===== src/rtl/du_register_way1_if.sv =====
// Decode-to-execute handshake bundle for way 1: decoder-side inputs, execute-side outputs.
// The slave modport is the pipeline register; the master modport is whoever drives it.
interface du_register_way1_if #(
    parameter int DATA_W = 64
);
    logic              flush_i;
    logic              valid_i;
    logic              ready_o;
    logic [4:0]        rdAddr_i;
    logic [4:0]        rdAddr_o;
    logic              rdWriteEnable_i;
    logic              rdWriteEnable_o;
    logic [DATA_W-1:0] rs1ReadData_i;
    logic [DATA_W-1:0] rs1ReadData_o;
    logic [DATA_W-1:0] rs2ReadData_i;
    logic [DATA_W-1:0] rs2ReadData_o;
    logic [DATA_W-1:0] imm_i;
    logic [DATA_W-1:0] imm_o;
    logic [6:0]        opCode_i;
    logic [6:0]        opCode_o;
    logic [2:0]        funct3_i;
    logic [2:0]        funct3_o;
    logic [6:0]        funct7_i;
    logic [6:0]        funct7_o;
    logic [5:0]        shamt_i;
    logic [5:0]        shamt_o;
    logic [1:0]        way1_pID_i;
    logic [1:0]        way1_pID_o;
    logic              valid_o;
    logic              ready_i;
    logic [1:0]        occupancy_o;

    modport slave (
        input  flush_i, valid_i, rdAddr_i, rdWriteEnable_i, rs1ReadData_i, rs2ReadData_i,
               imm_i, opCode_i, funct3_i, funct7_i, shamt_i, way1_pID_i, ready_i,
        output ready_o, rdAddr_o, rdWriteEnable_o, rs1ReadData_o, rs2ReadData_o, imm_o,
               opCode_o, funct3_o, funct7_o, shamt_o, way1_pID_o, valid_o, occupancy_o
    );

    modport master (
        output flush_i, valid_i, rdAddr_i, rdWriteEnable_i, rs1ReadData_i, rs2ReadData_i,
               imm_i, opCode_i, funct3_i, funct7_i, shamt_i, way1_pID_i, ready_i,
        input  ready_o, rdAddr_o, rdWriteEnable_o, rs1ReadData_o, rs2ReadData_o, imm_o,
               opCode_o, funct3_o, funct7_o, shamt_o, way1_pID_o, valid_o, occupancy_o
    );
endinterface


===== src/rtl/du_register_way1.sv =====
// Way-1 decode-to-execute pipeline register: two-entry skid buffer with registered ready,
// full flush, and pID tag carried alongside each bundle.
//
// state | meaning
// EMPTY | no entry held, outputs zero
// ONE   | main entry valid, skid empty
// FULL  | main and skid valid, ready_o low
module du_register_way1 #(
    parameter int DATA_W = 64
) (
    input logic               clk,
    input logic               rst,
    du_register_way1_if.slave bus
);

    typedef enum logic [1:0] {
        EMPTY = 2'd0,
        ONE   = 2'd1,
        FULL  = 2'd2
    } state_t;

    typedef struct packed {
        logic [4:0]        rd_addr;
        logic              rd_we;
        logic [DATA_W-1:0] rs1_data;
        logic [DATA_W-1:0] rs2_data;
        logic [DATA_W-1:0] imm;
        logic [6:0]        op_code;
        logic [2:0]        funct3;
        logic [6:0]        funct7;
        logic [5:0]        shamt;
        logic [1:0]        pid;
    } payload_t;

    state_t   state_q, state_d;
    payload_t main_q, skid_q, in_payload;
    logic     ready_q;
    logic     main_valid, in_fire, out_fire;
    logic     load_main, load_skid, skid_to_main;

    assign in_payload = '{
        rd_addr:  bus.rdAddr_i,
        rd_we:    bus.rdWriteEnable_i,
        rs1_data: bus.rs1ReadData_i,
        rs2_data: bus.rs2ReadData_i,
        imm:      bus.imm_i,
        op_code:  bus.opCode_i,
        funct3:   bus.funct3_i,
        funct7:   bus.funct7_i,
        shamt:    bus.shamt_i,
        pid:      bus.way1_pID_i
    };

    assign main_valid = (state_q != EMPTY);
    assign in_fire    = bus.valid_i & ready_q;
    assign out_fire   = main_valid & bus.ready_i;

    always_ff @(posedge clk) begin
        if (!rst) begin
            state_q <= EMPTY;
        end else begin
            state_q <= state_d;
        end
    end

    always_comb begin
        state_d      = state_q;
        load_main    = 1'b0;
        load_skid    = 1'b0;
        skid_to_main = 1'b0;
        if (bus.flush_i) begin
            state_d = EMPTY;
        end else begin
            case (state_q)
                EMPTY: begin
                    if (in_fire) begin
                        state_d   = ONE;
                        load_main = 1'b1;
                    end
                end
                ONE: begin
                    if (in_fire && out_fire) begin
                        load_main = 1'b1;
                    end else if (in_fire) begin
                        state_d   = FULL;
                        load_skid = 1'b1;
                    end else if (out_fire) begin
                        state_d = EMPTY;
                    end
                end
                FULL: begin
                    // ready_o is low here, so no input can arrive alongside the drain
                    if (out_fire) begin
                        state_d      = ONE;
                        skid_to_main = 1'b1;
                    end
                end
                default: state_d = EMPTY;
            endcase
        end
    end

    always_ff @(posedge clk) begin
        if (!rst) begin
            ready_q <= 1'b1;
            main_q  <= '0;
            skid_q  <= '0;
        end else begin
            ready_q <= (state_d != FULL);
            if (load_main) begin
                main_q <= in_payload;
            end else if (skid_to_main) begin
                main_q <= skid_q;
            end
            if (load_skid) begin
                skid_q <= in_payload;
            end else if (skid_to_main || bus.flush_i) begin
                skid_q <= '0;
            end
        end
    end

    // Payload is zeroed whenever main is empty so stale data never reaches execute.
    assign bus.ready_o         = ready_q;
    assign bus.valid_o         = main_valid;
    assign bus.occupancy_o     = {state_q == FULL, state_q == ONE};
    assign bus.rdAddr_o        = main_valid ? main_q.rd_addr  : '0;
    assign bus.rdWriteEnable_o = main_valid & main_q.rd_we;
    assign bus.rs1ReadData_o   = main_valid ? main_q.rs1_data : '0;
    assign bus.rs2ReadData_o   = main_valid ? main_q.rs2_data : '0;
    assign bus.imm_o           = main_valid ? main_q.imm      : '0;
    assign bus.opCode_o        = main_valid ? main_q.op_code  : '0;
    assign bus.funct3_o        = main_valid ? main_q.funct3   : '0;
    assign bus.funct7_o        = main_valid ? main_q.funct7   : '0;
    assign bus.shamt_o         = main_valid ? main_q.shamt    : '0;
    assign bus.way1_pID_o      = main_valid ? main_q.pid      : '0;

endmodule


===== src/flat_wrapper.sv =====
// flat-port wrapper written by rule: the top's interface ports become plain ports
module du_register_way1_flat 
#(
    parameter int DATA_W = 64
)
  (clk, rst, bus_flush_i, bus_valid_i, bus_rdAddr_i, bus_rdWriteEnable_i, bus_rs1ReadData_i, bus_rs2ReadData_i, bus_imm_i, bus_opCode_i, bus_funct3_i, bus_funct7_i, bus_shamt_i, bus_way1_pID_i, bus_ready_i, bus_ready_o, bus_rdAddr_o, bus_rdWriteEnable_o, bus_rs1ReadData_o, bus_rs2ReadData_o, bus_imm_o, bus_opCode_o, bus_funct3_o, bus_funct7_o, bus_shamt_o, bus_way1_pID_o, bus_valid_o, bus_occupancy_o);
  du_register_way1_if #(.DATA_W(DATA_W)) bus_i ();
  input logic clk;
  input logic rst;
  input wire logic [$bits(bus_i.flush_i)-1:0] bus_flush_i;
  input wire logic [$bits(bus_i.valid_i)-1:0] bus_valid_i;
  input wire logic [$bits(bus_i.rdAddr_i)-1:0] bus_rdAddr_i;
  input wire logic [$bits(bus_i.rdWriteEnable_i)-1:0] bus_rdWriteEnable_i;
  input wire logic [$bits(bus_i.rs1ReadData_i)-1:0] bus_rs1ReadData_i;
  input wire logic [$bits(bus_i.rs2ReadData_i)-1:0] bus_rs2ReadData_i;
  input wire logic [$bits(bus_i.imm_i)-1:0] bus_imm_i;
  input wire logic [$bits(bus_i.opCode_i)-1:0] bus_opCode_i;
  input wire logic [$bits(bus_i.funct3_i)-1:0] bus_funct3_i;
  input wire logic [$bits(bus_i.funct7_i)-1:0] bus_funct7_i;
  input wire logic [$bits(bus_i.shamt_i)-1:0] bus_shamt_i;
  input wire logic [$bits(bus_i.way1_pID_i)-1:0] bus_way1_pID_i;
  input wire logic [$bits(bus_i.ready_i)-1:0] bus_ready_i;
  output wire logic [$bits(bus_i.ready_o)-1:0] bus_ready_o;
  output wire logic [$bits(bus_i.rdAddr_o)-1:0] bus_rdAddr_o;
  output wire logic [$bits(bus_i.rdWriteEnable_o)-1:0] bus_rdWriteEnable_o;
  output wire logic [$bits(bus_i.rs1ReadData_o)-1:0] bus_rs1ReadData_o;
  output wire logic [$bits(bus_i.rs2ReadData_o)-1:0] bus_rs2ReadData_o;
  output wire logic [$bits(bus_i.imm_o)-1:0] bus_imm_o;
  output wire logic [$bits(bus_i.opCode_o)-1:0] bus_opCode_o;
  output wire logic [$bits(bus_i.funct3_o)-1:0] bus_funct3_o;
  output wire logic [$bits(bus_i.funct7_o)-1:0] bus_funct7_o;
  output wire logic [$bits(bus_i.shamt_o)-1:0] bus_shamt_o;
  output wire logic [$bits(bus_i.way1_pID_o)-1:0] bus_way1_pID_o;
  output wire logic [$bits(bus_i.valid_o)-1:0] bus_valid_o;
  output wire logic [$bits(bus_i.occupancy_o)-1:0] bus_occupancy_o;
  assign bus_i.flush_i = bus_flush_i;
  assign bus_i.valid_i = bus_valid_i;
  assign bus_i.rdAddr_i = bus_rdAddr_i;
  assign bus_i.rdWriteEnable_i = bus_rdWriteEnable_i;
  assign bus_i.rs1ReadData_i = bus_rs1ReadData_i;
  assign bus_i.rs2ReadData_i = bus_rs2ReadData_i;
  assign bus_i.imm_i = bus_imm_i;
  assign bus_i.opCode_i = bus_opCode_i;
  assign bus_i.funct3_i = bus_funct3_i;
  assign bus_i.funct7_i = bus_funct7_i;
  assign bus_i.shamt_i = bus_shamt_i;
  assign bus_i.way1_pID_i = bus_way1_pID_i;
  assign bus_i.ready_i = bus_ready_i;
  assign bus_ready_o = bus_i.ready_o;
  assign bus_rdAddr_o = bus_i.rdAddr_o;
  assign bus_rdWriteEnable_o = bus_i.rdWriteEnable_o;
  assign bus_rs1ReadData_o = bus_i.rs1ReadData_o;
  assign bus_rs2ReadData_o = bus_i.rs2ReadData_o;
  assign bus_imm_o = bus_i.imm_o;
  assign bus_opCode_o = bus_i.opCode_o;
  assign bus_funct3_o = bus_i.funct3_o;
  assign bus_funct7_o = bus_i.funct7_o;
  assign bus_shamt_o = bus_i.shamt_o;
  assign bus_way1_pID_o = bus_i.way1_pID_o;
  assign bus_valid_o = bus_i.valid_o;
  assign bus_occupancy_o = bus_i.occupancy_o;
  du_register_way1 #(.DATA_W(DATA_W)) u_core (.clk(clk), .rst(rst), .bus(bus_i));
endmodule

===== config.mk =====
export PLATFORM = sky130hd
export DESIGN_NAME = du_register_way1_flat
export DESIGN_NICKNAME = d
export VERILOG_FILES = /design/src/rtl/du_register_way1_if.sv /design/src/rtl/du_register_way1.sv /design/src/flat_wrapper.sv
export SDC_FILE = /design/constraint.sdc
export NUM_CORES = 1
export LEC_CHECK = 0
export BUFFER_PORTS_ARGS = -buffer_cell sky130_fd_sc_hd__buf_2
export CELL_PAD_IN_SITES_DETAIL_PLACEMENT = 1
export CELL_PAD_IN_SITES_GLOBAL_PLACEMENT = 2
export CORE_MARGIN = 2
export CORE_UTILIZATION = 30
export CTS_CLUSTER_DIAMETER = 150
export DETAILED_ROUTE_END_ITERATION = 10
export PLACE_DENSITY = 0.78
export SETUP_SLACK_MARGIN = 0.1
export SLEW_MARGIN = 5
export SYNTH_ARGS = -nofsm -noshare
export SYNTH_HDL_FRONTEND = slang
export SYNTH_SLANG_ARGS = --single-unit
export TNS_END_PERCENT = 5

===== constraint.sdc =====
create_clock -name clk -period 2.8 [get_ports clk]
set_input_delay 0.14 -clock clk [delete_from_list [all_inputs] [get_ports clk]]
set_output_delay 0.14 -clock clk [all_outputs]
set_load 0.01 [all_outputs]

Word level (Yosys, flattened, before mapping)
Index checks and enable logic that the tools add are counted.

Register bits: 449. Bits of input ports: 228. Output and inout port bits: 227. Word-level logic and storage cells: 64.

Equality and inequality tests: 3. Muxes and demuxes: 30. Bitwise gates (word level): 3. Reductions and logical operators: 6.

Operator list (number): 223-bit 2-to-1 mux (4); 64-bit 2-to-1 mux (3); 2-bit 2-to-1 mux (7); 7-bit 2-to-1 mux (2); 1-bit 2-to-1 mux (9); 6-bit 2-to-1 mux (1); 2-bit case mux with 3 select lines (1); 2-bit nonzero test (3); 5-bit 2-to-1 mux (1); 1-bit bitwise AND (3); 3-bit 2-to-1 mux (1); 2-bit by 1-bit equality test with 1-bit output, second input constant (1); 2-bit equality test, second input constant (1); 2-bit logical NOT (1); 2-bit inequality test, second input constant (1); 1-bit case mux with 2 select lines (1); 1-bit logical AND (1); 1-bit logical OR (1).

Depth between registers and ports, before layout
Gate-level depths: netlist of run 1.

Word-level depth: 8. Gate-level depth with buffers: 7. Gate-level depth less buffers: 4.

Worst setup path after synthesis of run 1
No wires, ideal clock.

Path kind: flip-flop to flip-flop. From: register u_core.ready_q, in the netlist u_core.bus.ready_o. To: register u_core.main_q[43] (netlist bit). Library setup time: 0.136 ns. Arrival: 1.578 ns. Required time: 2.664 ns. Path slack: 1.086 ns. Stages on the path, launching flop included: 8. Buffers on the path: 3. Period minus slack after synthesis: 1.714 ns. Cell sequence: dfxtp_1 > nand2_1 > or4_1 > buf_2 > buf_2 > clkbuf_1 > o21ai_0 > a31oi_1.

Cells in the longest elaborated chain, start to end: 6. Elaborated cells between the ends (all ways): 8. Those cells by class: mux (5); bitwise (1); reduce/logical (2).

Ends and longest elaborated chain: start: declaration (RTL line du_register_way1.sv:37) `logic ready_q;`; start signal: assignment (RTL line du_register_way1.sv:109) `ready_q <= (state_d != FULL);`; 1-bit bitwise AND (*) (RTL line du_register_way1.sv:55) `assign in_fire = bus.valid_i & ready_q;`; 1-bit logical AND (RTL line du_register_way1.sv:82) `if (in_fire && out_fire) begin`; 1-bit 2-to-1 mux (RTL line du_register_way1.sv:82); 1-bit case mux with 2 select lines (*) (RTL line du_register_way1.sv:74) `case (state_q)`; 1-bit 2-to-1 mux (*) (RTL line du_register_way1.sv:71) `if (bus.flush_i) begin`; 223-bit 2-to-1 mux / 2-bit nonzero test (equally long branches); end signal: assignment (RTL line du_register_way1.sv:111) `main_q <= in_payload;`; end signal: assignment (RTL line du_register_way1.sv:113) `main_q <= skid_q;`; end: declaration (RTL line du_register_way1.sv:36) `payload_t main_q, skid_q, in_payload;`.

Every way passes the cells marked *; elsewhere a longest branch is shown, timed or not. A chain may end at the register's enable or synchronous reset.

Worst setup path after layout of run 1
From: register u_core.state_q[1]. To: register u_core.main_q[192] (netlist bit).

Cells in the longest elaborated chain, start to end: 7. Elaborated cells between the ends (all ways): 14. Those cells by class: eq/ne (2); mux (7); bitwise (1); reduce/logical (4).

Ends and longest elaborated chain: start: declaration (RTL line du_register_way1.sv:35) `state_t state_q, state_d;`; start signal: assignment (RTL line du_register_way1.sv:62) `state_q <= state_d;`; 2-bit nonzero test (RTL line du_register_way1.sv:54) `assign main_valid = (state_q != EMPTY);`; 1-bit bitwise AND (RTL line du_register_way1.sv:56) `assign out_fire = main_valid & bus.ready_i;`; 1-bit logical AND (RTL line du_register_way1.sv:82); 1-bit 2-to-1 mux (RTL line du_register_way1.sv:82); 1-bit case mux with 2 select lines (RTL line du_register_way1.sv:74); 1-bit 2-to-1 mux (RTL line du_register_way1.sv:71); 223-bit 2-to-1 mux / 2-bit nonzero test (equally long branches).

Parallel ways exist; a longest one is shown, timed or not.

==> results of run 1 <==
==> area by class of cell <==
type | instances | area share [%]
Tap cell | 873 | 4.00
Multi-Input combinational cell | 1805 | 37.5
Inverter | 2 | 0.0275
Clock buffer | 86 | 6.14
Clock inverter | 14 | 0.541
Antenna cell | 4 | 0.0367
Sequential cell | 449 | 32.9
Timing Repair Buffer | 725 | 18.8
==> metrics by stage <==
| step | cell area [um^2] | setup WS (ns) |
|---|---|---|
| after floorplan | 20400 | 1.09 |
| after global placement | 23200 | 0.764 |
| after detailed placement | 23200 | 0.634 |
| after CTS | 27300 | 0.190 |
| after global routing | 27300 | 0.120 |
| final | 27300 | 0.223 |
==> logic make-up after synthesis <==
| family | Yosys count |
|---|---|
| compound gates | 672 |
| buf+inv | 275 |
| flops | 449 |
| mux | 1 |
| simple gates | 1131 |
==> sequential cells by signal, summed over array words and instances, names as in the netlist <==
name / count
u_core.state_q: 2
u_core.main_q: 223
u_core.skid_q: 223
u_core.bus.ready_o: 1
==> worst min-delay path, stage by stage <==
cell	delay, ns
buf_2	0.11
nand4b_1	0.21
a211o_1	0.18
==> routing by layer <==
layer / global-route usage (%) / vias up
met5: 0 / -
met4: 8.02 / 2
met3: 3.17 / 146
met2: 38.4 / 510
met1: 27.2 / 10400
li1: - / 9765
==> worst paths after layout <==
check                                 start                              end  slack, ns  cells past startpoint
max reg2reg    u_core.state_q[1]$_SDFF_PN0_  u_core.main_q[192]$_SDFFE_PN0P_       0.22                      4
min                             bus_valid_i    u_core.bus.ready_o$_SDFF_PN1_       0.07                      3
min reg2reg  u_core.main_q[39]$_SDFFE_PN0P_   u_core.main_q[39]$_SDFFE_PN0P_       0.47                      2
max            u_core.state_q[1]$_SDFF_PN0_  u_core.main_q[192]$_SDFFE_PN0P_       0.22                      4
==> power groups by stage <==
stage	registers [W]	clock network (W)	logic (W)
2_1_floorplan	0.00685	0	0.000789
3_3_place_gp	0.00689	0	0.00131
3_5_place_dp	0.00690	0	0.00135
4_1_cts	0.00676	0.00741	0.00162
5_1_grt	0.00679	0.00770	0.00177
6_report	0.00677	0.00724	0.00162
==> placed cells by master (no fill, tap or decap), types with 2 or more instances in the layout <==
cell type,instances
bufinv_16,3
clkbuf_8,14
inv_1,2
nor2b_1,2
o21ai_0,223
a21boi_0,223
clkbuf_16,57
nand3b_1,223
nand2b_1,2
buf_4,27
buf_2,452
diode_2,4
nor2_4,2
or2_4,2
dfxtp_1,449
a31oi_1,223
buf_12,21
clkinv_2,10
dlygate4sd3_1,224
clkbuf_1,15
nand3_1,223
nand2_1,448
and2_1,223
==> repair_timing <==
item                                   4_1_cts  5_1_grt
hold buffers                               224        0
endpoints found under the hold margin      448        0
setup endpoints to repair                    6        0
==> reports/results.ini, run 1 <==
[pwr]
vdd_drop_max_v=0.000435
power_w=0.0156
seq_power_share_pct=43.3
p_leak_nw=10.3
power_frac_clock_pct=46.3
p_sw_w=0.00391
p_int_w=0.0117
switching_share_pct=25.0
power_density_mw_per_mm2=572
pwr-share-comb_pct=10.3

[detailed_routing]
drc=0
drt_iter0_drc=1213
met1_length_um=34400
via_per_inst=5.27
ant_nets=0
dr_wl_met3_um=3210
wl_per_cell_um=20.0
dr.pass1.iters=5
dr_total_vias=20900
wirelength_um=79300
top_layer=met5
wl_met2_um=39100

[floorplanning]
start_util_pct=30.3
io_pins=455
die_w_um=265
rows=95
die_area_mm2=0.0701
die_h_um=265
coreArea_mm2=0.0673

[final_layout]
utilization_pct=40.6
fin_nets=3265
drive_gt1_share_pct=19.3
syn_to_final_growth_pct=33.8
final-instance-count-excl-fill=3958
register_area_mm2=0.00899
multiInputGateArea_mm2=0.0102
nFillCells=7986

[synth]
yosys-mux-area-fraction_pct=0.0491
yosys.area_share.simple_pct=29.2
synth_fp_nets=2756
synth_area_mm2=0.0204
synth_cell_types=24
synth_flop_cell=dfxtp_1
yosysSeqAreaShare_pct=44.1
synth_area_per_cell_um2=8.07
yosys_warnings=0
synth_area_leader_cell=dfxtp_1
ys_top_cells_by_count=dfxtp_1 (449), nand2_1 (448)
ys_top_cells_by_area=dfxtp_1 (44%), nand2_1 (8.2%), a21boi_0 (8.2%)
synth_xor_area_share_pct=0
yosysMostFrequentCell=dfxtp_1
synth_top_family_by_area=simple AND/OR/NAND/NOR gates
synth_top_area_share_pct=44.1
synth_cells=2528
synth_compound_area_share_pct=20.6
yosys.area_share.adder_pct=0
synth_edf_count=0
synthArstFlopShare_pct=0
synth_seq_cells=449

[timing]
setup_violations=0
rsz0062_at_grt=no
slew_viol_final=0
tightest_slew_ns=1.45
fin_crit_sh_pct=92.0
tns_ns=0
max_freq_mhz=388
hold_slack_ns=0.0717
finClkSkew_ns=0.0185
finalHoldViolCount=0
max_slew_margin_pct=3.20
period_minus_slack_ns=2.58

[clock_network]
path_clk_slew_ns=0.06
numCtsBuffers=54
cts-resized-gates=0
postCtsSetupRepairBufs=0
cts-root-buf=clkbuf_16
cts_buffer_depth=3
htreeDepth=2
clk_latency_ns=0.60
tritoncts=done
cts.sinks=449

[setup_path]
cp_num_buf_inv=1
path_cells=or4_4, buf_12, o21ai_0, a31oi_1
critPathLaunchType=register
cpLargestDelayFamily=simple AND/OR/NAND/NOR gates
worstPathRequired_ns=3.20
slowest_stage=or4_4
crit_arrival_ns=2.98
cp_slowest_stage_delay_ns=0.62
crit_path_end_kind=register
critPathMaxFanout=262
crit_type=register to register

[placed_design]
dp_cells=3629
post-dp-hpwl_um=46200
gp_congestion=0.784
portBuffers=454

[global_route]
grt_pass1_vias=22400
grt_usage_pct=21.9
grt_max_degree=263
grt-ovfl-total=0
grt_pass1_wl_um=124000
antenna_found_initial=5

[outcome]
status=finished clean

[flow_run]
maxCapViolCount=0

[min_path]
min_path_type=primary input to register

Note: power is estimated with default switching activity, not from simulation.
==> run 2, diff against run 1 <==
Settings changed: CORE_UTILIZATION 30 to 28, PLACE_DENSITY 0.78 to 0.76.
Clock period 2.8 ns to 2.2 ns, I/O delays scaled along.
==> reports/results.ini, run 2 (synthesis gave the netlist of run 1 again) <==
[detailed_routing]
wl_per_cell_um=19.9
ant_nets=0
drc=0
wirelength_um=80700
dr.pass1.iters=5
via_per_inst=5.13
dr_total_vias=20800
drt_iter0_drc=1109

[timing]
tns_ns=0
fin_crit_sh_pct=93.5
finClkSkew_ns=0.0169
max_slew_margin_pct=42.9
period_minus_slack_ns=2.06
hold_slack_ns=0.0538
max_freq_mhz=486
rsz0062_at_grt=yes
finalHoldViolCount=0
slew_viol_final=0
tightest_slew_ns=0.857
setup_violations=0

[setup_path]
crit_arrival_ns=2.49
crit_type=register to register
worstPathRequired_ns=2.63
cp_slowest_stage_delay_ns=0.54
path_cells=nand2_1, or4_4, buf_12, o21ai_0, a31oi_1
slowest_stage=or4_4
critPathLaunchType=register
critPathMaxFanout=194
crit_path_end_kind=register

[final_layout]
drive_gt1_share_pct=20.1
reg_top3=u_core.main_q (223), u_core.skid_q (223), u_core.state_q (2)
final-instance-count-excl-fill=4057
mostFrequentLayoutCells=buf_2 (452), nand2_1 (448), dfxtp_1 (447), dlygate4sd3_1 (225)
fin_nets=3288
utilization_pct=38.7
register_area_mm2=0.00899
nFillCells=8566
layout_commonest_cell=buf_2
syn_to_final_growth_pct=36.3
multiInputGateArea_mm2=0.0102

[flow_run]
maxCapViolCount=0

[pwr]
power_frac_clock_pct=46.6
p_leak_nw=10.5
power_density_mw_per_mm2=723
switching_share_pct=24.9
pwr-share-comb_pct=10.5
seq_power_share_pct=42.8
vdd_drop_max_v=0.000494
p_int_w=0.0151
p_sw_w=0.00501

[global_route]
grt_usage_pct=20.8
antenna_found_initial=5
grt_pass1_wl_um=126000
grt_max_degree=195
grt-ovfl-total=0
grt_pass1_vias=22300

[floorplanning]
rows=98
die_h_um=274
die_w_um=274
start_util_pct=28.4
io_pins=455
die_area_mm2=0.0750
coreArea_mm2=0.0719

[placed_design]
gp_congestion=0.771
portBuffers=454
dp_cells=3727
post-dp-hpwl_um=49200

[clock_network]
clk_latency_ns=0.60
path_clk_slew_ns=0.06
numCtsBuffers=54
cts_buffer_depth=3
tritoncts=done
htreeDepth=2
cts.sinks=449
cts-root-buf=clkbuf_16

[outcome]
status=finished clean

[min_path]
min_path_type=primary input to register

-- run 2: cell count changes in the layout (fill, tap and decap cells not counted), moves of 2 or more --
| cell | previous run | this run |
|---|---|---|
| buf_12 | 21 | 35 |
| clkbuf_1 | 15 | 8 |
| buf_4 | 27 | 33 |
| buf_6 | 0 | 3 |
| clkinvlp_4 | 1 | 4 |
| dfxtp_1 | 449 | 447 |
| dfxtp_2 | 0 | 2 |
-- run 2: layout make-up --
type / count / area share (%)
diodes: 4 / 0.0360
clock buffers: 80 / 5.98
clock inverters: 19 / 0.765
inverters: 2 / 0.0270
multi-input cells: 1804 / 36.7
flip-flops and latches: 449 / 32.3
well taps: 950 / 4.28
repair buffers: 749 / 19.8
-- run 2: per-layer routing --
| layer | wire length (um) | track usage, % | vias up |
|---|---|---|---|
| met1 | 35200 | 25.8 | 10300 |
| met3 | 3420 | 3.50 | 166 |
| li1 | - | - | 9823 |
| met4 | 2950 | 8.41 | 6 |
| met5 | 41 | 0 | - |
| met2 | 39100 | 35.8 | 485 |
-- run 2: final timing paths --
path	slack, ns	end	start	cells after the start
max	0.14	u_core.main_q[166]$_SDFFE_PN0P_	u_core.bus.ready_o$_SDFF_PN1_	5
min	0.05	u_core.bus.ready_o$_SDFF_PN1_	bus_valid_i	3
max reg2reg	0.14	u_core.main_q[166]$_SDFFE_PN0P_	u_core.bus.ready_o$_SDFF_PN1_	5
min reg2reg	0.46	u_core.main_q[97]$_SDFFE_PN0P_	u_core.skid_q[97]$_SDFFE_PN0P_	2
-- run 2: through the flow --
step	instance area, um^2	worst slack (ns)	total power, W
after global routing	27800	0.0442	0.0209
after global placement	23600	0.322	0.0105
after CTS	27800	0.0626	0.0204
after floorplan	20400	0.486	0.00972
after detailed placement	23600	0.264	0.0106
final	27800	0.142	0.0201
-- run 2: power groups by stage --
stage | Combinational [W] | Clock, W | Sequential [W]
final | 0.00212 | 0.00937 | 0.00861
after global routing | 0.00233 | 0.00998 | 0.00864
after CTS | 0.00213 | 0.00968 | 0.00861
after detailed placement | 0.00179 | 0 | 0.00878
after global placement | 0.00173 | 0 | 0.00877
after floorplan | 0.00100 | 0 | 0.00872
-- run 2: worst max-delay path: cells and delay by family, from the launching register on --
kind            cells  cell delay [ns]
compound gates      2             0.43
flops               1             0.36
simple gates        2             0.65
buf+inv             1             0.27
-- run 2: repair_timing --
item	4_1_cts	5_1_grt
pin swaps	1	1
buffers inserted	2	0
hold buffers	225	0
endpoints found under the setup margin	209	124
endpoints found under the hold margin	449	0
resized for setup	3	3
==> run 3, diff against run 2 <==
Settings changed: ABC_AREA set to 1, CORE_UTILIZATION 28 to 27, PLACE_DENSITY 0.76 to 0.78.
==> reports/results.ini, run 3 <==
[pwr]
power_density_mw_per_mm2=679
vdd_drop_max_v=0.000496
p_leak_nw=11.1

[detailed_routing]
ant_nets=0
dr_total_vias=23100
drt_iter0_drc=1075
via_per_inst=4.76
drc=0
wl_per_cell_um=17.4
wirelength_um=84900
dr.pass1.iters=5

[synth]
synth_top_family_by_area=simple AND/OR/NAND/NOR gates
synth_edf_count=0
synth_xor_area_share_pct=0
synth_area_leader_cell=dfxtp_1
yosysSeqAreaShare_pct=41.2
ys_top_cells_by_area=dfxtp_1 (41%), nand3_1 (10%), a21oi_1 (10%)
synth_top_area_share_pct=41.2
yosys-mux-area-fraction_pct=0
synthArstFlopShare_pct=0
yosysMostFrequentCell=nand3_1
synth_flop_cell=dfxtp_1
yosys.area_share.simple_pct=29.9
synth_cells=3225
synth_area_per_cell_um2=6.77
ys_top_cells_by_count=nand3_1 (453), nand2_1 (452), inv_1 (450), dfxtp_1 (449), a21oi_1 (444)
yosys.area_share.adder_pct=0
synth_cell_types=21
synth_compound_area_share_pct=15.3
yosys_warnings=0
synth_seq_cells=449
synth_area_mm2=0.0218
synth_fp_nets=3453

[final_layout]
syn_to_final_growth_pct=35.3
mostFrequentLayoutCells=buf_2 (454), nand3_1 (453), nand2_1 (451), inv_1 (450), dfxtp_1 (447)
drive_gt1_share_pct=16.8
layout_commonest_cell=buf_2
utilization_pct=36.8
reg_top3=u_core.main_q (223), u_core.skid_q (223), u_core.state_q (2)
fin_nets=3990
final_area_mm2=0.0295

[global_route]
grt-ovfl-total=0
grtUsageMet2_pct=34.0
grtUsageMet1_pct=25.6
grt_max_degree=127
grt_pass1_vias=23300
antenna_found_initial=2
grtUsageMet3_pct=2.71
grt_pass1_wl_um=132000
grt-busiest-layer=met2
grt_usage_pct=19.7

[setup_path]
path_cells=nor2_4, buf_12, buf_16, nor2_1, buf_2
crit_arrival_ns=1.94
cp_slowest_stage_delay_ns=0.43
r2r_cells=8
worstPathRequired_ns=2.09
crit_type=register to output port
ff2ff_setup_slack_ns=0.31
slowest_stage=dfxtp_2
crit_path_end_kind=output port
critPathMaxFanout=45
critPathLaunchType=register
timing.rr.end=u_core.skid_q[154]$_SDFFE_PN0P_
r2r_start=u_core.bus.ready_o$_SDFF_PN1_

[timing]
max_freq_mhz=488
fin_crit_sh_pct=93.1
tightest_slew_ns=0.769
hold_slack_ns=0.0600
setup_ws_ns=0.151
finClkSkew_ns=0.0184
finalHoldViolCount=0
slew_viol_final=0
setup_violations=0
period_minus_slack_ns=2.05
max_slew_margin_pct=48.7
tns_ns=0
rsz0062_at_grt=yes

[clock_network]
cts_buffer_depth=3
htreeDepth=2
path_clk_slew_ns=0.06
cts.sinks=449
numCtsBuffers=55
cts-root-buf=clkbuf_16
clk_latency_ns=0.59
tritoncts=done

[placed_design]
dp_slack_ns=0.220
gp_congestion=0.737
post-dp-hpwl_um=51700
portBuffers=454
place_area_mm2=0.0254

[min_path]
worstHoldEndpoint=u_core.state_q[0]$_SDFF_PN0_
hold_start=bus_valid_i
min_path_type=primary input to register
whs_path_depth=6

[flow_run]
maxCapViolCount=0

[floorplanning]
start_util_pct=27.2
coreArea_mm2=0.0803
die_area_mm2=0.0832
die_w_um=288
rows=104
io_pins=455
die_h_um=288

[outcome]
status=finished clean

## run 3: cell count changes in the layout (fill, tap and decap cells not counted), moves of 10 or more
| cell | before | now |
|---|---|---|
| inv_1 | 2 | 450 |
| a21oi_1 | 0 | 444 |
| nand3_1 | 223 | 453 |
| nor2_1 | 1 | 228 |
| a21boi_0 | 223 | 0 |
| a31oi_1 | 223 | 0 |
| and2_1 | 223 | 0 |
| o21ai_0 | 222 | 151 |
| o21ai_1 | 1 | 72 |
| buf_4 | 33 | 43 |
## run 3: cells by family after synthesis
group,after synthesis
flops,449
buf+inv,747
simple gates,1361
compound gates,668
## run 3: power by group
group	total, W	internal [W]	switching [W]	leakage [nW]
registers	0.00860	0.00844	0.000160	3.66
clock network	0.00888	0.00518	0.00370	0.855
logic	0.00259	0.00110	0.00149	6.54
total	0.0201	0.0147	0.00535	11.1
## run 3: layout make-up
class | count | area (um^2)
clock inverters | 8 | 47.5
well taps | 1060 | 1330
clock buffers | 88 | 1680
multi-input cells | 2029 | 9910
flip-flops and latches | 449 | 8990
diodes | 4 | 10.0
fillers | 10000 | 50700
inverters | 455 | 1720
repair buffers | 772 | 5850
## run 3: how the worst max path moves through the flow
stage	depth (start not counted)	from	end	slack (ns)
3_5_place_dp	8	u_core.state_q[0]$_SDFF_PN0_	u_core.skid_q[33]$_SDFFE_PN0P_	0.22
3_3_place_gp	8	u_core.state_q[0]$_SDFF_PN0_	u_core.skid_q[153]$_SDFFE_PN0P_	0.29
6_report	5	u_core.state_q[1]$_SDFF_PN0_	bus_rdAddr_o[0]	0.15
2_1_floorplan	7	u_core.bus.ready_o$_SDFF_PN1_	u_core.main_q[128]$_SDFFE_PN0P_	0.65
5_1_grt	5	u_core.state_q[1]$_SDFF_PN0_	bus_imm_o[33]	0.05
4_1_cts	5	u_core.state_q[1]$_SDFF_PN0_	bus_valid_o	0.09
## run 3: repair_timing
action                                  in CTS  in global routing
gates resized for setup                      5                  1
hold buffers                               226                  0
endpoints found under the hold margin      449                  0
buffers inserted                             2                  0
endpoints found under the setup margin     126                 64
cloned                                       2                  0
pin swaps                                    1                  0
## run 3: metal layers
metal / part of all wire [%] / vias to the layer above
met3: 4.0 / 118
met5: 0 / -
li1: - / 11500
met2: 49 / 421
met1: 45 / 11100
met4: 2.6 / 0
## run 3: per-stage QoR
step / std cells / total power, W
detailed placement: 4535 / 0.0110
CTS: 4861 / 0.0204
floorplan: 3225 / 0.0100
finish: 4865 / 0.0201
global placement: 4535 / 0.0110
global route: 4863 / 0.0210
## run 3: critical path, delay by kind of cell, from the launching register on
| kind | cells | cell delay (ns) |
|---|---|---|
| AND/OR/NAND/NOR | 2 | 0.35 |
| buffers and inverters | 3 | 0.55 |
| flip-flops | 1 | 0.43 |
